File: config.mk
export PLATFORM = sky130hd
export DESIGN_NAME = page_stream_queue_slack
export DESIGN_NICKNAME = d
export VERILOG_FILES = /design/src/rtl/page_stream_queue_slack.sv
export SDC_FILE = /design/constraint.sdc
export NUM_CORES = 1
export LEC_CHECK = 0
export CAP_MARGIN = 20
export CORE_MARGIN = 2
export CORE_UTILIZATION = 30
export DETAILED_ROUTE_END_ITERATION = 8
export PLACE_DENSITY = 0.46
export REMOVE_ABC_BUFFERS = 1
export SYNTH_ARGS = -nofsm -noshare
export SYNTH_HDL_FRONTEND = slang
export SYNTH_SLANG_ARGS = --single-unit
File: constraint.sdc
create_clock -name clock -period 6.75 [get_ports clock]
set_input_delay 1.35 -clock clock [delete_from_list [all_inputs] [get_ports clock]]
set_output_delay 1.35 -clock clock [all_outputs]
set_load 0.02 [all_outputs]
File: src/rtl/page_stream_queue_slack.sv
// page_stream_queue_slack: circular token queue with registered head,
// early back-pressure leaving SLACK free slots, and sticky overflow.
module page_stream_queue_slack #(
  parameter int WIDTH = 16,
  parameter int DEPTH = 4,
  parameter int SLACK = 0
) (
  input  logic                       clock,
  input  logic                       reset,
  input  logic [WIDTH-1:0]           qin_d,
  input  logic                       qin_e,
  input  logic                       qin_v,
  output logic                       qin_b,
  output logic [WIDTH-1:0]           qout_d,
  output logic                       qout_e,
  output logic                       qout_v,
  input  logic                       qout_b,
  output logic [$clog2(DEPTH+1)-1:0] count,
  output logic                       overflow
);

  localparam int CW = $clog2(DEPTH + 1);
  localparam int AW = $clog2(DEPTH);

  logic [WIDTH:0]   r_mem [DEPTH];
  logic [AW-1:0]    r_wr;
  logic [AW-1:0]    r_rd;
  logic [CW-1:0]    r_cnt;
  logic [WIDTH-1:0] r_hd;
  logic             r_he;
  logic             r_hv;
  logic             r_ovf;

  logic             w_full;
  logic             w_deq;
  logic             w_enq;
  logic [AW-1:0]    w_rd_n;
  logic [CW-1:0]    w_cnt_n;
  logic [CW-1:0]    w_rest;
  logic             w_load;

  function automatic logic [AW-1:0] inc(input logic [AW-1:0] p);
    return (p == AW'(DEPTH - 1)) ? '0 : p + AW'(1);
  endfunction

  assign w_full  = (r_cnt == CW'(DEPTH));
  assign w_deq   = r_hv & ~qout_b;
  assign w_enq   = qin_v & (~w_full | w_deq);
  assign w_rd_n  = w_deq ? inc(r_rd) : r_rd;
  assign w_cnt_n = r_cnt + CW'(w_enq) - CW'(w_deq);
  // entries left behind the head once this cycle's dequeue is taken
  assign w_rest  = r_cnt - CW'(w_deq);
  assign w_load  = ~r_hv | w_deq;

  assign qin_b    = (r_cnt >= CW'(DEPTH - SLACK));
  assign qout_d   = r_hd;
  assign qout_e   = r_he;
  assign qout_v   = r_hv;
  assign count    = r_cnt;
  assign overflow = r_ovf;

  always_ff @(posedge clock) begin
    if (!reset && w_enq) begin
      r_mem[r_wr] <= {qin_e, qin_d};
    end
  end

  always_ff @(posedge clock) begin
    if (reset) begin
      r_wr  <= '0;
      r_rd  <= '0;
      r_cnt <= '0;
      r_ovf <= 1'b0;
    end else begin
      r_rd  <= w_rd_n;
      r_cnt <= w_cnt_n;
      if (w_enq) begin
        r_wr <= inc(r_wr);
      end
      if (qin_v && w_full && !w_deq) begin
        r_ovf <= 1'b1;
      end
    end
  end

  // head mirrors the oldest stored token; a write into an empty
  // buffer is taken straight from the input one cycle later
  always_ff @(posedge clock) begin
    if (reset) begin
      r_hv <= 1'b0;
      r_hd <= '0;
      r_he <= 1'b0;
    end else if (w_load) begin
      r_hv <= (w_cnt_n != '0);
      if (w_rest == '0) begin
        if (w_enq) begin
          {r_he, r_hd} <= {qin_e, qin_d};
        end
      end else begin
        {r_he, r_hd} <= r_mem[w_rd_n];
      end
    end
  end

endmodule
==> out/results.ini, run 1 <==
[status]
outcome=complete, no violations

[synthesis]
synth_top_area_cell=edfxtp_1
synth.area.top_cells=edfxtp_1 53%, dfxtp_1 13%, mux2_1 7.6%
synth-seq-area-share=0.664
synth_cells=262
synth-seq-cells=94
yosys_most_used_dff=edfxtp_1
yosysMostFrequentCell=edfxtp_1
ys_warn_count=0
syn_avg_cell_area_um2=14.7
synth_edf_count=68
yosys-top-cells-count=68 x edfxtp_1, 26 x dfxtp_1, 26 x mux2_1, 26 x nor2_1
yosysUniqueCellTypes=33
async_flop_share=0
yosys.area.top_type_share=0.529
netlist_area_um2=3860

[power]
power_mw=2.01
peakVddDrop_mv=0.309
power_density_nw_per_um2=422
power_leakage_nw=1.61

[sta]
setup_viol=0
hold_viol_final=0
post-route-min-period_ns=4.32
fmax_ghz=0.231
finalHoldWorstSlack_ns=0.482
fin_crit_sh=0.641
setup_ws_ns=2.43
slew_headroom=0.338
rsz0062_at_grt=no
finClkSkew_ns=0.00550
worst_pin_slew_ns=0.994
setup_tns_ns=0
maxSlewViolCount=0

[die]
coreArea_um2=12600
fp.dieW_um=117
die-height_um=117
start_util=0.307
rows=41
dieArea_um2=13800
pin_count=44

[routing]
drtIter0Drc=88
wl_um=7920
vias_per_cell=4.57
dr.pass1.iters=5
drc_errors=0
vias=2194
post_drt_wl_per_cell_um=16.5
final_antenna_net_count=0

[setup_path]
crit_arrival_ns=4.56
path_max_fanout=21
slowest_stage=nor2b_1
path_class=in -> reg
path_cells=clkdlybuf4s50_1 -> nor2b_1 -> ha_1 -> xnor2_1 -> and3_4 -> nor2_2 -> a22oi_1 -> a311oi_1
end_kind=flip-flop
r2r_cells=7
start_kind=input port
cpPeakStageDelay_ns=0.78
required_ns=6.99

[grt]
grt_start_max_net_pins=35
globalRouteOverflowTotal=0
track_usage=0.122
grt_pass1_vias=2308
antenna_found_initial=0
grt_pass1_wl_um=12800

[clock_network]
cts_resized=0
cts_setup_buffers=0
cts_tree=built
cts_sinks=94
insertion_delay_ns=0.34
htreeDepth=3
holdBufCountCts=0
path_clk_slew_ns=0.06
cts_buffer_depth=2
cts_root_buf=clkbuf_16
cts_made_buffers=9

[final_layout]
layout.nets=332
instances_no_fill=480
final_area_um2=4770
drive_above_1_share=0.104
syn2layout_area_growth_pct=23.6
utilization=0.379
diodes=0

[hold_path]
hold_path_depth=2
hold_class=reg -> reg

[placed_design]
hpwl_um=4560
place_inst=464
placed_cell_area_um2=4430
gp_congestion=0.726
portBuffers=43
pre_cts_slack_ns=2.00

[flow_run]
cap_violations=0

## placed cells by master (no fill, tap or decap), types with 7 or more instances in the layout
| cell type | count |
|---|---|
| mux2_1 | 26 |
| edfxtp_1 | 68 |
| ha_1 | 7 |
| a22oi_1 | 16 |
| clkbuf_16 | 9 |
| mux2_2 | 7 |
| nor2_1 | 26 |
| nand2_1 | 17 |
| clkdlybuf4s50_1 | 43 |
| dfxtp_1 | 26 |
| a311oi_1 | 17 |
## power by group
part / internal [mW] / switching [mW]
Sequential: 0.697 / 0.0468
Combinational: 0.295 / 0.412
Clock: 0.359 / 0.205
Total: 1.35 / 0.664
## metal layers
layer | routed length (um) | part of all wire | vias up | global-route usage
li1 | - | - | 1071 | -
met1 | 3600 | 0.45 | 1073 | 0.156
met2 | 3880 | 0.49 | 41 | 0.203
met3 | 343 | 0.043 | 9 | 0.0345
met4 | 101 | 0.013 | 0 | 0.0361
met5 | 0 | 0 | - | 0
## worst paths after layout
| kind | start | to | slack [ns] |
|---|---|---|---|
| worst max-delay path | qout_b | qout_d[11]$_SDFFE_PP0P_ | 2.43 |
| worst min-delay path | overflow$_SDFFE_PP0P_ | overflow$_SDFFE_PP0P_ | 0.48 |
| worst max register to register | qout_v$_SDFFE_PP0P_ | qout_d[11]$_SDFFE_PP0P_ | 3.50 |
| worst min register to register | overflow$_SDFFE_PP0P_ | overflow$_SDFFE_PP0P_ | 0.48 |
## worst max-delay path: cells and delay by family
family | cells | cell delay [ns]
compound gates | 2 | 0.54
buf+inv | 1 | 0.45
xor+xnor | 1 | 0.07
simple gates | 3 | 1.83
fa+ha+maj | 1 | 0.31
## area by class of cell
type                            instances  area, um2
Sequential cell                        94       2560
Timing Repair Buffer                   46        453
Clock inverter                          7        113
Clock buffer                            9        225
Fill cell                            1198       7800
Multi-Input combinational cell        147       1180
Tap cell                              172        215
Inverter                                5       18.8
## kinds of logic (layout without fill, tap and decap cells)
family          count (synthesis)  after routing  share of synthesized area
mux                            38             38                      0.116
simple gates                   56             56                     0.0636
buf+inv                        21             67                     0.0298
compound gates                 42             42                     0.0918
flops                          94             94                      0.664
fa+ha+maj                       8              8                     0.0279
xor+xnor                        3              3                    0.00681
## sequential cells by signal, summed over array words and instances (netlist names)
name	cells
count	3
qout_v	1
overflow	1
r_rd	2
qout_d	16
qout_e	1
r_wr	2
r_mem	68
Power figures use the tool's default switching activity.
==> inputs of run 2 (changes only) <==
clock period = 4.3 ns   (was 6.75 ns; I/O delays follow)
==> run 2 against run 1 <==
  * Sequential power increased by 57%
  * Clock skew up 0.0013 ns
  * Die area unchanged
  * Sequential share of layout area grew 0.60 points
  * Register-to-register slack worse by 1.8 ns
  * Largest cell class unchanged
  * Largest power group unchanged
  * Highest routed layer unchanged
==> out/results.ini, run 2 (synthesis gave the netlist of run 1 again) <==
[status]
outcome=complete, no violations

[grt]
grt_start_max_net_pins=35
grt_pass1_vias=2333
antenna_found_initial=0
grt_pass1_wl_um=12600
globalRouteOverflowTotal=0
track_usage=0.120

[placed_design]
portBuffers=43
hpwl_um=4910
gp_congestion=0.724

[setup_path]
crit-reg2reg-launch=count[0]$_SDFF_PP0_
slowest_stage=mux2i_4
worst_r2r_endpoint=qout_d[0]$_SDFFE_PP0P_
r2r_setup_slack_ns=1.73
end_kind=flip-flop
r2r_cells=8
path_max_fanout=15
required_ns=4.50
start_kind=input port
cp-startpoint=qout_b
path_cells=clkdlybuf4s50_1 -> nor2b_1 -> buf_4 -> mux2i_4 -> buf_4 -> mux2_2 -> a22oi_1 -> a311oi_1
path_class=in -> reg
crit_arrival_ns=3.38
cpPeakStageDelay_ns=0.60
path_common_cell=buf_4

[sta]
finalHoldWorstSlack_ns=0.485
finClkSkew_ns=0.00682
rsz0062_at_grt=no
setup_viol=0
maxSlewViolCount=0
slew_headroom=0.307
fmax_ghz=0.315
hold_viol_final=0
post-route-min-period_ns=3.17
fin_crit_sh=0.738
worst_pin_slew_ns=1.04
setup_tns_ns=0

[die]
dieArea_um2=13800
start_util=0.307
fp.dieW_um=117
coreArea_um2=12600
rows=41
pin_count=44
die-height_um=117

[final_layout]
fill_cells=1220
largest_register=r_mem
seqCellArea_um2=2560
drive_above_1_share=0.106
final_cell_mix=68 x edfxtp_1, 43 x clkdlybuf4s50_1, 26 x nor2_1, 26 x mux2_1, 26 x dfxtp_1
utilization=0.375
largest_register_ffs=68
syn2layout_area_growth_pct=22.3
layout.nets=336
multi_input_comb_area_um2=1180
final_common_cell=edfxtp_1
diodes=0

[routing]
dr.pass1.iters=4
vias=2213
drc_errors=0
wl_um=7900
post_drt_wl_per_cell_um=16.3
vias_per_cell=4.58
drtIter0Drc=91
final_antenna_net_count=0

[clock_network]
cts_setup_buffers=0
cts_root_buf=clkbuf_16
cts_buffer_depth=2
insertion_delay_ns=0.34
cts_tree=built
holdBufCountCts=0
htreeDepth=3
cts_sinks=94
cts_made_buffers=9
path_clk_slew_ns=0.06
cts_resized=0

[hold_path]
min_to=overflow$_SDFFE_PP0P_
hold_path.startpoint=overflow$_SDFFE_PP0P_
hold_class=reg -> reg
hold_path_depth=2

[power]
power_leakage_nw=1.59
power_density_nw_per_um2=633
peakVddDrop_mv=0.300

[flow_run]
cap_violations=0

## run 2: area by class of cell
| cell class | instances | share of cell area |
|---|---|---|
| clock inverter | 5 | 0.00610 |
| inverter | 5 | 0.00398 |
| sequential | 94 | 0.543 |
| timing repair buffer | 50 | 0.102 |
| multi-input combinational | 147 | 0.250 |
| clock buffer | 10 | 0.0485 |
| tap | 172 | 0.0456 |
## run 2: routing by layer
metal | vias up | part of all wire | global-route usage
met3 | 7 | 0.039 | 0.0384
met1 | 1088 | 0.47 | 0.154
li1 | 1078 | - | -
met5 | - | 0 | 0
met2 | 40 | 0.48 | 0.193
met4 | 0 | 0.015 | 0.0414
## run 2: report_power, final
part	switching (mW)	leakage (nW)	total, mW	internal (mW)
sequential	0.0800	0.833	1.17	1.09
combinational	0.629	0.637	1.11	0.481
clock	0.316	0.123	0.700	0.384
## run 2: worst max-delay path, delay by kind of cell
| family | cells | cell delay [ns] |
|---|---|---|
| and+or+nand+nor | 1 | 0.18 |
| muxes | 2 | 0.97 |
| AOI/OAI and AO/OA | 2 | 0.31 |
| buffers and inverters | 3 | 1.04 |
## run 2: stage by stage
stage	worst slack (ns)	power, mW	area [um2]	std cells
detailed placement	0.765	2.32	4460	468
finish	1.13	2.98	4720	483
global route	0.966	3.17	4720	483
global placement	0.807	2.32	4460	468
floorplan	0.980	1.88	3760	246
CTS	1.12	3.02	4720	483
## run 2: worst max path at each step
stage	end	slack, ns	cells after the start
6_report	qout_e$_SDFFE_PP0P_	1.13	8
2_1_floorplan	qout_d[0]$_SDFFE_PP0P_	0.98	7
5_1_grt	qout_e$_SDFFE_PP0P_	0.97	8
3_3_place_gp	qout_d[12]$_SDFFE_PP0P_	0.81	8
3_5_place_dp	qout_d[10]$_SDFFE_PP0P_	0.77	8
4_1_cts	qout_e$_SDFFE_PP0P_	1.12	8
